==> config.mk <==
export PLATFORM = sky130hd
export DESIGN_NAME = spi_memory_arbiter
export DESIGN_NICKNAME = d
export VERILOG_FILES = /design/src/rtl/spi_memory_arbiter.sv
export SDC_FILE = /design/constraint.sdc
export NUM_CORES = 1
export LEC_CHECK = 0
export BUFFER_PORTS_ARGS = -buffer_cell sky130_fd_sc_hd__clkbuf_2
export CORE_UTILIZATION = 45
export CTS_CLUSTER_DIAMETER = 30
export DETAILED_ROUTE_END_ITERATION = 8
export PLACE_DENSITY_LB_ADDON = 0.3
export SLEW_MARGIN = 20
export SYNTH_ARGS = -nofsm -noshare
export SYNTH_HDL_FRONTEND = slang
export SYNTH_SLANG_ARGS = --single-unit
export TNS_END_PERCENT = 1
==> constraint.sdc <==
create_clock -name clk -period 2.84 [get_ports clk]
set_input_delay 0.426 -clock clk [delete_from_list [all_inputs] [get_ports clk]]
set_output_delay 0.426 -clock clk [all_outputs]
set_load 0.05 [all_outputs]
==> src/rtl/spi_memory_arbiter.sv <==
// Two-port arbiter sharing one synchronous single-port memory between the SPI host (A) and the core (B).
// Build option SPI_MEM_ARB_ROUND_ROBIN_EN: round-robin tie break; default build uses fixed A priority.
module spi_memory_arbiter #(
    parameter int ADDR_WIDTH = 16,
    parameter int DATA_WIDTH = 8
) (
    input  logic                  clk,
    input  logic                  reset,
    input  logic                  a_req,
    input  logic                  a_wr,
    input  logic [ADDR_WIDTH-1:0] a_addr,
    input  logic [DATA_WIDTH-1:0] a_wdata,
    output logic [DATA_WIDTH-1:0] a_rdata,
    output logic                  a_ack,
    input  logic                  b_req,
    input  logic                  b_wr,
    input  logic [ADDR_WIDTH-1:0] b_addr,
    input  logic [DATA_WIDTH-1:0] b_wdata,
    output logic [DATA_WIDTH-1:0] b_rdata,
    output logic                  b_ack,
    output logic [ADDR_WIDTH-1:0] mem_addr,
    output logic [DATA_WIDTH-1:0] mem_wdata,
    input  logic [DATA_WIDTH-1:0] mem_rdata,
    output logic                  mem_rd,
    output logic                  mem_wr
);

    // state    | meaning
    // IDLE     | arbitrate; the previous transfer's ack may be high here
    // ACCESS   | exactly one memory strobe is high
    // COMPLETE | memory read data valid; capture it and register the ack
    typedef enum logic [1:0] {
        IDLE     = 2'd0,
        ACCESS   = 2'd1,
        COMPLETE = 2'd2
    } state_t;

    state_t r_state;
    state_t w_state_nxt;

    logic [ADDR_WIDTH-1:0] r_mem_addr,  w_mem_addr;
    logic [DATA_WIDTH-1:0] r_mem_wdata, w_mem_wdata;
    logic [DATA_WIDTH-1:0] r_a_rdata,   w_a_rdata;
    logic [DATA_WIDTH-1:0] r_b_rdata,   w_b_rdata;
    logic                  r_mem_rd,    w_mem_rd;
    logic                  r_mem_wr,    w_mem_wr;
    logic                  r_a_ack,     w_a_ack;
    logic                  r_b_ack,     w_b_ack;
    logic                  r_owner_b,   w_owner_b;
    logic                  r_wr,        w_wr;

    logic w_ack_any;
    logic w_a_elig;
    logic w_b_elig;
    logic w_grant;
    logic w_grant_b;

    // The ack cycle is a turnaround: a requester still holding req there is
    // finishing, not asking again, so no new grant is issued in that cycle.
    assign w_ack_any = r_a_ack | r_b_ack;
    assign w_a_elig  = a_req & ~w_ack_any;
    assign w_b_elig  = b_req & ~w_ack_any;
    assign w_grant   = (r_state == IDLE) & (w_a_elig | w_b_elig);

`ifdef SPI_MEM_ARB_ROUND_ROBIN_EN
    logic r_last_a;

    always_ff @(posedge clk) begin
        if (reset) begin
            r_last_a <= 1'b0;
        end else if (w_grant) begin
            r_last_a <= ~w_grant_b;
        end
    end

    assign w_grant_b = w_b_elig & (~w_a_elig | r_last_a);
`else
    assign w_grant_b = w_b_elig & ~w_a_elig;
`endif

    always_ff @(posedge clk) begin
        if (reset) begin
            r_state <= IDLE;
        end else begin
            r_state <= w_state_nxt;
        end
    end

    always_comb begin
        w_state_nxt = r_state;
        case (r_state)
            IDLE:     if (w_grant) w_state_nxt = ACCESS;
            ACCESS:   w_state_nxt = COMPLETE;
            COMPLETE: w_state_nxt = IDLE;
            default:  w_state_nxt = IDLE;
        endcase
    end

    always_comb begin
        w_mem_addr  = r_mem_addr;
        w_mem_wdata = r_mem_wdata;
        w_a_rdata   = r_a_rdata;
        w_b_rdata   = r_b_rdata;
        w_owner_b   = r_owner_b;
        w_wr        = r_wr;
        w_mem_rd    = 1'b0;
        w_mem_wr    = 1'b0;
        w_a_ack     = 1'b0;
        w_b_ack     = 1'b0;
        case (r_state)
            IDLE: begin
                if (w_grant) begin
                    w_owner_b   = w_grant_b;
                    w_wr        = w_grant_b ? b_wr    : a_wr;
                    w_mem_addr  = w_grant_b ? b_addr  : a_addr;
                    w_mem_wdata = w_grant_b ? b_wdata : a_wdata;
                    w_mem_rd    = ~w_wr;
                    w_mem_wr    = w_wr;
                end
            end
            COMPLETE: begin
                if (!r_wr) begin
                    if (r_owner_b) w_b_rdata = mem_rdata;
                    else           w_a_rdata = mem_rdata;
                end
                w_a_ack = ~r_owner_b;
                w_b_ack = r_owner_b;
            end
            default: ;
        endcase
    end

    always_ff @(posedge clk) begin
        if (reset) begin
            r_mem_addr  <= '0;
            r_mem_wdata <= '0;
            r_a_rdata   <= '0;
            r_b_rdata   <= '0;
            r_mem_rd    <= 1'b0;
            r_mem_wr    <= 1'b0;
            r_a_ack     <= 1'b0;
            r_b_ack     <= 1'b0;
            r_owner_b   <= 1'b0;
            r_wr        <= 1'b0;
        end else begin
            r_mem_addr  <= w_mem_addr;
            r_mem_wdata <= w_mem_wdata;
            r_a_rdata   <= w_a_rdata;
            r_b_rdata   <= w_b_rdata;
            r_mem_rd    <= w_mem_rd;
            r_mem_wr    <= w_mem_wr;
            r_a_ack     <= w_a_ack;
            r_b_ack     <= w_b_ack;
            r_owner_b   <= w_owner_b;
            r_wr        <= w_wr;
        end
    end

    assign mem_addr  = r_mem_addr;
    assign mem_wdata = r_mem_wdata;
    assign mem_rd    = r_mem_rd;
    assign mem_wr    = r_mem_wr;
    assign a_rdata   = r_a_rdata;
    assign b_rdata   = r_b_rdata;
    assign a_ack     = r_a_ack;
    assign b_ack     = r_b_ack;

endmodule

### After elaboration in Yosys (flattened, before gate mapping)

Cells that the tools add are included.

| storage, ports and cells | value |
|---|---|
| bits in registers | 48 |
| bits of input ports | 62 |
| output and inout bits | 44 |
| logic and storage cells | 39 |

| operators by class | value |
|---|---|
| equal/unequal tests | 3 |
| multiplexer cells | 5 |
| bitwise operators | 14 |
| reductions and logical operators | 6 |

Operators with widths:

| kind | count |
|---|---|
| two-way mux 16 bit | 1 |
| two-way mux 8 bit | 1 |
| NOT 1 bit | 8 |
| AND reduction 3 bit | 2 |
| bitwise AND 1 bit | 4 |
| one-hot mux 2 bit (2 select lines) | 1 |
| OR reduction 3 bit | 1 |
| equality test 2 x 1 -> 1 bit, second input constant | 1 |
| equality test 2 bit, second input constant | 1 |
| logical NOT 2 bit | 1 |
| two-way mux 2 bit | 1 |
| != test 2 bit, second input constant | 1 |
| bitwise OR 1 bit | 2 |
| AND reduction 2 bit | 1 |
| OR reduction 2 bit | 1 |
| two-way mux 1 bit | 1 |

### Logic depth before layout (Yosys ltp)

| depth | value |
|---|---|
| depth after elaboration | 7 |
| depth in mapped cells | 5 |
| gate-level depth less buffers | 3 |

### Worst setup path before layout

OpenSTA, ideal clock, no wires.

| timing path | value |
|---|---|
| kind | flip-flop to flip-flop |
| start | reg r_b_ack, in the netlist b_ack |
| end | reg r_mem_addr[0], in the netlist mem_addr[0] |
| setup time | 0.059 ns |
| data arrival time | 1.415 ns |
| data required time | 2.781 ns |
| path slack | 1.366 ns |
| cell stages (with the launch flop) | 5 |
| buffers on the path | 1 |
| period minus slack after synthesis | 1.474 ns |
| cells stage by stage | dfxtp_1 -> nor4_4 -> nor2_1 -> buf_2 -> o22a_1 |

| between the ends | value |
|---|---|
| cells in the longest elaborated chain, start to end | 6 |
| elaborated cells between the ends (all ways) | 10 |
| classes of those cells | mux (1); bitwise (8); reduce/logical (1) |

Ends and longest elaborated chain:

| item | RTL line | text |
|---|---|---|
| from (decl) | 48 | `logic r_b_ack, w_b_ack;` |
| from (signal assigned) | 153 | `r_b_ack <= w_b_ack;` |
| bitwise OR 1 bit (*) | 60 | `assign w_ack_any = r_a_ack \| r_b_ack;` |
| NOT 1 bit (*) | 61, 62 |  |
| bitwise AND 1 bit (on tied branches) | 61, 62 |  |
| bitwise OR 1 bit or NOT 1 bit (tied branches) | 63, 78 |  |
| bitwise AND 1 bit (on tied branches) | 63, 78 |  |
| AND reduction 2 bit (no source line) or two-way mux 16 bit (tied branches) | n/a |  |
| to (signal assigned) | 146 | `r_mem_addr <= w_mem_addr;` |
| to (decl) | 41 | `logic [ADDR_WIDTH-1:0] r_mem_addr, w_mem_addr;` |

Every way passes the cells marked *; elsewhere a longest branch is shown, timed or not.
A chain may end at the register's enable or synchronous reset.

### Worst setup path after layout

| timing path | value |
|---|---|
| start | reg r_state[0] |
| end | reg r_wr |

| between the ends | value |
|---|---|
| cells in the longest elaborated chain, start to end | 3 |

Ends and longest elaborated chain:

| item | RTL line | text |
|---|---|---|
| from (decl) | 38 | `state_t r_state;` |
| from (signal assigned) | 85 | `r_state <= w_state_nxt;` |
| logical NOT 2 bit (*) | 63, 110 |  |
| bitwise AND 1 bit | 63 | `assign w_grant = (r_state == IDLE) & (w_a_elig \| w_b_elig);` |
| AND reduction 2 bit (no source line) (*) | n/a |  |
| to (signal assigned) | 155 | `r_wr <= w_wr;` |
| to (decl) | 50 | `logic r_wr, w_wr;` |

Marks and branches as above.

==> results.json <==
{
  "critPathMaxStageDelay_ns": 0.74,
  "layout.cell_area.non_filler_um2": 2666,
  "finalClockSkew_ns": 0.009755,
  "die_w_um": 69.45,
  "cts_tree": "built",
  "relSlewSlack": 0.3551,
  "ys_ff_latch": 48,
  "htree_levels": 2,
  "max_freq_ghz": 0.6028,
  "min_period_ns": 1.659,
  "fin_ws_ns": 1.181,
  "status": "finished, final reports clean",
  "drive_above_1_share": 0.3750,
  "die-area_um2": 4823,
  "vdd_drop_max_uv": 399.6,
  "clk_latency_ns": 0.30,
  "synth.top_cell.area_share": 0.4694,
  "dpl_cell_area_um2": 2555,
  "hpwl_um": 3334,
  "drt_iter0_drc": 103,
  "critical-path-top-delay-family": "simple AND/OR/NAND/NOR gates",
  "rsz0062_at_grt": "no",
  "synth_top_cells_by_area": "dfxtp_1 (47%), a221oi_1 (11%), o22a_1 (11%)",
  "synth_top_area_cell": "dfxtp_1",
  "power_density_nw_per_um2": 666.8,
  "cp.required_ns": 3.08,
  "dr.pass1.iters": 4,
  "critPathMaxFanout": 25,
  "finalHoldViolCount": 0,
  "postCtsSetupRepairBufs": 0,
  "grt_pass1_vias": 1848,
  "postCtsResizedCells": 0,
  "cts_buffer_depth": 2,
  "final_cell_mix": "clkbuf_2 (105), dfxtp_1 (48), nor2_1 (34)",
  "numPortBuffers": 105,
  "critPathKind": "reg2reg",
  "hold_class": "in2reg",
  "slowest_stage": "nor2_2",
  "crit_path_cell_trace": "nor4_4, nor2_2, o22a_1",
  "fin_cells": 372,
  "synth.distinct_cells": 22,
  "tns_ns": 0,
  "synth_nets": 287,
  "layout_commonest_cell": "clkbuf_2",
  "wire_per_inst_um": 12.69,
  "synth_cells": 225,
  "power.leakage_nw": 1.341,
  "vias": 1930,
  "io_pins": 106,
  "antenna_left": 0,
  "ys_seq_area_frac": 0.4694,
  "syn_area_um2": 2047,
  "dp.cells": 364,
  "final_max_slew_viol_count": 0,
  "worstMarginPinSlew_ns": 0.9664,
  "ctsHoldBuffers": 0,
  "cts_sinks": 48,
  "yosysWarnings": 0,
  "arrival_ns": 1.90,
  "die_y_um": 69.45,
  "path_buf_inv": 0,
  "grt_usage": 0.2019,
  "drc": 0,
  "grt_pass1_wl_um": 7955,
  "wl_um": 4720,
  "post-place-ws_ns": 1.033,
  "numCtsBuffers": 5,
  "synth_area_per_cell_um2": 9.098,
  "place_congestion": 0.7395,
  "setup_viol": 0,
  "cp-end-kind": "flip-flop",
  "antenna_found_initial": 0,
  "initial_utilization": 0.4701,
  "fp.coreArea_um2": 4354,
  "rows": 24,
  "syn_to_final_growth_pct": 30.26,
  "cap_violations": 0,
  "fin_crit_sh": 0.5842,
  "grt.overflow.total": 0,
  "clk_pin_slew_ns": 0.09,
  "viasPerCell": 5.188,
  "num_antenna_cells": 0,
  "grt_max_degree": 49,
  "cts_root_buf": "clkbuf_8",
  "final_nets": 381,
  "start_kind": "flip-flop"
}
worst reg2reg max path, delay by kind of cell, from the launching register on:
kind               cells  cell delay (ns)
AOI/OAI and AO/OA      1             0.27
DFF                    1             0.48
and+or+nand+nor        2             0.85
per-layer routing:
| metal | GRT usage | share of wire | up-vias | wire, um |
|---|---|---|---|---|
| met5 | 0 | 0 | - | 0 |
| met4 | 0.04762 | 0.0070 | 0 | 33 |
| met3 | 0.06541 | 0.076 | 4 | 359 |
| met2 | 0.3657 | 0.48 | 63 | 2275 |
| met1 | 0.2281 | 0.43 | 873 | 2051 |
| li1 | - | - | 990 | - |
sequential cells by signal, summed over array words and instances, names as in the netlist, 2 cells and up:
| register | flops |
|---|---|
| b_rdata | 8 |
| r_state | 2 |
| mem_wdata | 8 |
| mem_addr | 16 |
| a_rdata | 8 |
cell families after synthesis:
| family | count (synthesis) | synth area share |
|---|---|---|
| AO/OA/AOI/OAI | 62 | 0.2463 |
| buffers and inverters | 45 | 0.09475 |
| flip-flops | 48 | 0.4694 |
| multiplexers | 9 | 0.04401 |
| AND/OR/NAND/NOR | 61 | 0.1455 |
synthesized netlist by cell type:
library cell and count:
nor4b_1 2, or4b_1 1, nor3b_1 2, nor4_4 1, nor4b_2 1, clkbuf_1 10, buf_6 2, buf_2 8
mux2i_1 9, inv_1 25, dfxtp_1 48, o21ai_0 1, o22a_1 25, a221oi_1 25, and4bb_2 1, nand2_1 16
nor2_1 35, nor4bb_1 1, nor3_1 1, o21a_2 1, a211oi_1 1, a21oi_1 9
final timing paths:
check                             startpoint          to  slack [ns]  cells past startpoint
worst max-delay path              r_state[0]        r_wr        1.18                      3
worst min-delay path            mem_rdata[0]  a_rdata[0]        0.35                      3
worst max register to register    r_state[0]        r_wr        1.18                      3
worst min register to register    a_rdata[0]  a_rdata[0]        0.46                      2
where the power goes:
group	switching (mW)	internal (mW)	leakage (nW)
clock	0.224	0.260	0.0541
combinational	0.358	0.150	0.891
sequential	0.0411	0.744	0.395
total	0.623	1.15	1.34
metrics by stage:
step / hold slack, ns / total power, mW / utilization
2_1_floorplan: 0.4881 / 1.186 / -
3_3_place_gp: 0.4421 / 1.306 / 0.5868
3_5_place_dp: 0.4515 / 1.314 / 0.5868
4_1_cts: 0.3444 / 1.801 / 0.6124
5_1_grt: 0.3445 / 1.861 / 0.6124
6_report: 0.3471 / 1.778 / 0.6124
layout make-up:
cell class / instances / area [um^2]
clock inverter: 3 / 42.54
inverter: 25 / 93.84
timing repair buffer: 107 / 540.5
sequential: 48 / 960.9
clock buffer: 5 / 68.82
multi-input combinational: 132 / 894.6
tap: 52 / 65.06
fill: 413 / 1688
Power figures use the tool's default switching activity.
